--- config.mk ---
export PLATFORM = sky130hd
export DESIGN_NAME = uart_rx
export DESIGN_NICKNAME = d
export VERILOG_FILES = /design/src/rtl/uart_rx.sv
export SDC_FILE = /design/constraint.sdc
export NUM_CORES = 1
export LEC_CHECK = 0
export CELL_PAD_IN_SITES_DETAIL_PLACEMENT = 1
export CELL_PAD_IN_SITES_GLOBAL_PLACEMENT = 2
export CORE_ASPECT_RATIO = 1.4
export CORE_MARGIN = 5
export CORE_UTILIZATION = 32
export CTS_CLUSTER_SIZE = 24
export DETAILED_ROUTE_END_ITERATION = 12
export PLACE_DENSITY_LB_ADDON = 0.1
export SLEW_MARGIN = 20
export SYNTH_ARGS = -nofsm -noshare
export SYNTH_HDL_FRONTEND = slang
export SYNTH_SLANG_ARGS = --single-unit
--- constraint.sdc ---
create_clock -name clk -period 2.6 [get_ports clk]
set_input_delay 0.52 -clock clk [delete_from_list [all_inputs] [get_ports clk]]
set_output_delay 0.52 -clock clk [all_outputs]
set_load 0.01 [all_outputs]
--- src/rtl/uart_rx.sv ---
// uart_rx: 16x-oversampled 8N1 serial receiver feeding the RX FIFO.
// Ports: clk, reset (sync, active-high), rx_bit, freq_divider[7:0],
//   fifo_full -> data_out[7:0], push, frame_err, overrun, busy.
// Option: define UART_RX_MAJORITY_EN for 2-of-3 majority sampling.
module uart_rx (
    input  logic       clk,
    input  logic       reset,
    input  logic       rx_bit,
    input  logic [7:0] freq_divider,
    input  logic       fifo_full,
    output logic [7:0] data_out,
    output logic       push,
    output logic       frame_err,
    output logic       overrun,
    output logic       busy
);

    typedef enum logic [1:0] {IDLE, START, DATA, STOP} state_t;

    state_t      state_q, state_d;
    logic        sync1_q, sync1_d;
    logic        sync2_q, sync2_d;
    logic        prev_q, prev_d;
    logic [7:0]  presc_q, presc_d;
    logic [3:0]  tick_cnt_q, tick_cnt_d;
    logic [2:0]  bit_idx_q, bit_idx_d;
    logic [7:0]  shift_q, shift_d;
    logic [7:0]  data_q, data_d;
    logic        push_q, push_d;
    logic        ferr_q, ferr_d;
    logic        ovr_q, ovr_d;
    logic        tick;
    logic        sample;

`ifdef UART_RX_MAJORITY_EN
    // Samples from the two previous ticks; the vote is taken one tick
    // late so the window straddles the nominal mid-bit point.
    logic [1:0]  hist_q, hist_d;
    localparam logic [3:0] START_DEC = 4'd8;
    assign sample = (hist_q[1] & hist_q[0]) |
                    (hist_q[1] & sync2_q) |
                    (hist_q[0] & sync2_q);
    always_comb begin
        hist_d = hist_q;
        if (tick) hist_d = {hist_q[0], sync2_q};
    end
    always_ff @(posedge clk) begin
        if (reset) hist_q <= 2'b11;
        else       hist_q <= hist_d;
    end
`else
    localparam logic [3:0] START_DEC = 4'd7;
    assign sample = sync2_q;
`endif

    // >= keeps the prescaler wrapping if the divider is lowered.
    assign tick = (presc_q >= freq_divider);

    always_comb begin
        sync1_d    = rx_bit;
        sync2_d    = sync1_q;
        prev_d     = sync2_q;
        presc_d    = tick ? 8'd0 : presc_q + 8'd1;
        state_d    = state_q;
        tick_cnt_d = tick_cnt_q;
        bit_idx_d  = bit_idx_q;
        shift_d    = shift_q;
        data_d     = data_q;
        push_d     = 1'b0;
        ferr_d     = 1'b0;
        ovr_d      = 1'b0;
        unique case (state_q)
            IDLE: begin
                if (prev_q && !sync2_q) begin
                    state_d    = START;
                    tick_cnt_d = 4'd0;
                    bit_idx_d  = 3'd0;
                end
            end
            START: begin
                if (tick) begin
                    if (tick_cnt_q == START_DEC) begin
                        tick_cnt_d = 4'd0;
                        bit_idx_d  = 3'd0;
                        state_d    = sample ? IDLE : DATA;
                    end else begin
                        tick_cnt_d = tick_cnt_q + 4'd1;
                    end
                end
            end
            DATA: begin
                if (tick) begin
                    if (tick_cnt_q == 4'd15) begin
                        shift_d[bit_idx_q] = sample;
                        tick_cnt_d = 4'd0;
                        if (bit_idx_q == 3'd7) begin
                            state_d   = STOP;
                            bit_idx_d = 3'd0;
                        end else begin
                            bit_idx_d = bit_idx_q + 3'd1;
                        end
                    end else begin
                        tick_cnt_d = tick_cnt_q + 4'd1;
                    end
                end
            end
            STOP: begin
                if (tick) begin
                    if (tick_cnt_q == 4'd15) begin
                        state_d    = IDLE;
                        tick_cnt_d = 4'd0;
                        unique case (1'b1)
                            sample && !fifo_full: begin
                                data_d = shift_q;
                                push_d = 1'b1;
                            end
                            sample && fifo_full: ovr_d  = 1'b1;
                            !sample:             ferr_d = 1'b1;
                        endcase
                    end else begin
                        tick_cnt_d = tick_cnt_q + 4'd1;
                    end
                end
            end
        endcase
    end

    always_ff @(posedge clk) begin
        if (reset) begin
            state_q    <= IDLE;
            sync1_q    <= 1'b1;
            sync2_q    <= 1'b1;
            prev_q     <= 1'b1;
            presc_q    <= 8'd0;
            tick_cnt_q <= 4'd0;
            bit_idx_q  <= 3'd0;
            shift_q    <= 8'd0;
            data_q     <= 8'd0;
            push_q     <= 1'b0;
            ferr_q     <= 1'b0;
            ovr_q      <= 1'b0;
        end else begin
            state_q    <= state_d;
            sync1_q    <= sync1_d;
            sync2_q    <= sync2_d;
            prev_q     <= prev_d;
            presc_q    <= presc_d;
            tick_cnt_q <= tick_cnt_d;
            bit_idx_q  <= bit_idx_d;
            shift_q    <= shift_d;
            data_q     <= data_d;
            push_q     <= push_d;
            ferr_q     <= ferr_d;
            ovr_q      <= ovr_d;
        end
    end

    assign data_out  = data_q;
    assign push      = push_q;
    assign frame_err = ferr_q;
    assign overrun   = ovr_q;
    assign busy      = (state_q != IDLE);

endmodule

==> flow_summary.yaml <==
layout:
  fillers: 685
  syn2layout_area_growth_pct: 24.8
  final_util_pct: 41.3
  multi_input_area_mm2: 0.00106
  diodes: 0
  drive_gt1_share_pct: 14.3
  regArea_um2: 781
  fin_cells: 315
  stdcell_area_mm2: 0.00242
  nets: 268
global_routing:
  antenna_found_initial: 0
  grt_pass1_vias: 1747
  grt_pass1_wl_um: 8180
  gr-usage-all-layers_pct: 13.8
  grt_overflow: 0
  grt_max_degree: 20
sta:
  hold_slack_ns: 0.418
  setup_viol: 0
  clock.fmax_mhz: 402
  fin_crit_sh_pct: 95.7
  min_period_ns: 2.49
  rsz0062_at_grt: "false"
  worst_slack_ns: 0.112
  tightest_slew_ns: 0.478
  maxSlewHeadroom_pct: 68.1
  skew_ns: 0.00710
  hold_viol: 0
  slew_viol_final: 0
setup_path:
  required_ns: 2.79
  cp_max_fo: 8
  end_kind: "flip-flop"
  cp.arrival_ns: 2.68
  crit_type: "input pin to flip-flop"
  rrSetupSlack_ns: 0.41
  startpoint_type: "input pin"
clock_tree:
  cts_inserted_buffers: 5
  cts-root-buf: "clkbuf_8"
  htree_num_levels: 2
  cts.clk_slew.worst_paths_ns: 0.08
  clockBufferDepth: 2
  cts_tree: "built"
  cts_sinks: 39
  clk_latency_ns: 0.29
synth:
  synth_top_area_share_pct: 40.3
  syn_avg_cell_area_um2: 9.23
  syn-num-nets: 234
  synth_area_mm2: 0.00194
  yosysMostFrequentCell: "dfxtp_1"
  synth_common_cells: "dfxtp_1, nor2_1, mux2i_1"
  synth-async-reset-ratio_pct: 0
  syn_inst: 210
  synth_edf_count: 0
  yosysUniqueCellTypes: 43
  yosysWarnings: 0
  ys_ff_latch: 39
  yosys.area.top_type: "dfxtp_1"
  yosys_most_used_dff: "dfxtp_1"
  synth.area.top_cells: "dfxtp_1, mux2i_1, ha_1"
  synth-seq-area-share_pct: 40.3
routing:
  routed_via_density: 5.18
  vias: 1632
  first_pass_iters: 4
  drc_errors: 0
  wire_per_inst_um: 15.1
  drtAntennaViolNets: 0
  wirelength_um: 4770
  drtIter0Drc: 59
pwr:
  p_leak_uw: 0.000990
  power_density_mw_per_mm2: 504
  ir_drop_uv: 251
job:
  cap_violations: 0
floorplan:
  fp.dieH_um: 102
  die_area_mm2: 0.00774
  die_w_um: 75.8
  rows: 33
  coreArea_mm2: 0.00586
  io-pin-count: 24
  start_util_pct: 33.1
place:
  dpl_cell_area_mm2: 0.00229
  numPortBuffers: 23
  dpl_worst_slack_ns: -0.254
  globalplace.congestion: 0.790
  dpl.hpwl_um: 3790
  placedCellCount: 306
hold_path:
  min_path_type: "flip-flop to flip-flop"
status:
  outcome: "finished, final reports clean"
through the flow:
step / power (uW) / TNS, ns
4_1_cts: 1240 / 0
2_1_floorplan: 681 / 0
5_1_grt: 1280 / 0
3_5_place_dp: 723 / -3.81
6_report: 1220 / 0
3_3_place_gp: 717 / -1.90
timing repair:
action	CTS	global route
endpoints found under the setup margin	0	4
buffers inserted	0	1
gates resized for setup	0	1
hold buffers	0	0
layout make-up:
type / instances / area share [%]
inverters: 14 / 2.17
flip-flops and latches: 39 / 32.3
clock inverters: 3 / 1.81
repair buffers: 36 / 13.6
well taps: 70 / 3.62
clock buffers: 5 / 2.85
multi-input cells: 148 / 43.7
worst max-delay path, stage by stage:
cell and delay [ns]:
clkdlybuf4s50_1 0.46, inv_1 0.05, ha_1 0.30, nor2b_4 0.15, o211ai_2 0.12, a31o_4 0.27
a2111o_1 0.40, buf_4 0.19, mux2i_1 0.17, nor2_1 0.05
worst paths after layout:
kind / startpoint / end / cells past startpoint
max: freq_divider[1] / data_out[2]$_SDFFE_PP0P_ / 10
min: sync1_q$_SDFF_PP1_ / prev_d$_SDFF_PP1_ / 1
max reg2reg: presc_q[0]$_SDFF_PP0_ / data_out[2]$_SDFFE_PP0P_ / 9
min reg2reg: sync1_q$_SDFF_PP1_ / prev_d$_SDFF_PP1_ / 1
sequential cells by signal (all words and copies together) (netlist names), 3 cells and up, named ones only:
register / flops
bit_idx_q: 3
data_out: 8
presc_q: 8
shift_q: 8
tick_cnt_q: 4
power breakdown:
part	internal [uW]	switching, uW	leakage (uW)
combinational	47.8	46.2	0.000617
clock	286	224	0.0000581
sequential	604	11.8	0.000315
total	938	282	0.000990
layer usage:
metal	routed length, um	global-route usage (%)
met5	0	0
met2	2600	25.4
met1	1950	14.8
met3	154	3.25
met4	63	4.85
layout by cell type, fill, tap and decap left out, drive strengths merged, types with 2 or more instances in the layout:
| cell | synthesis | routed |
|---|---|---|
| dfxtp | 39 | 39 |
| nor2 | 29 | 29 |
| clkdlybuf4s50 | 0 | 23 |
| mux2i | 18 | 18 |
| inv | 14 | 14 |
| buf | 6 | 13 |
| nand3 | 12 | 12 |
| ha | 12 | 12 |
| a21oi | 11 | 11 |
| nand2 | 8 | 8 |
| o211ai | 7 | 7 |
| xor2 | 5 | 5 |
| clkbuf | 3 | 5 |
| o21ai | 5 | 5 |
| nand3b | 4 | 4 |
| and3 | 3 | 3 |
| nand2b | 3 | 3 |
| a211oi | 3 | 3 |
| or2 | 3 | 3 |
| nor4 | 3 | 3 |
| nand4 | 2 | 2 |
| or3 | 2 | 2 |
| or4 | 2 | 2 |
| nor2b | 2 | 2 |
| clkinv | 0 | 2 |
cell families (layout without fill, tap and decap cells):
family / count (synthesis) / after routing / synth area share [%]
adder cells (fa/ha/maj): 12 / 12 / 7.75
AO/OA/AOI/OAI: 35 / 35 / 14.3
XOR/XNOR: 6 / 6 / 2.71
buffers and inverters: 23 / 58 / 5.42
multiplexers: 18 / 18 / 9.30
flip-flops: 39 / 39 / 40.3
AND/OR/NAND/NOR: 77 / 77 / 20.3
(Power assumes the default switching activity.)
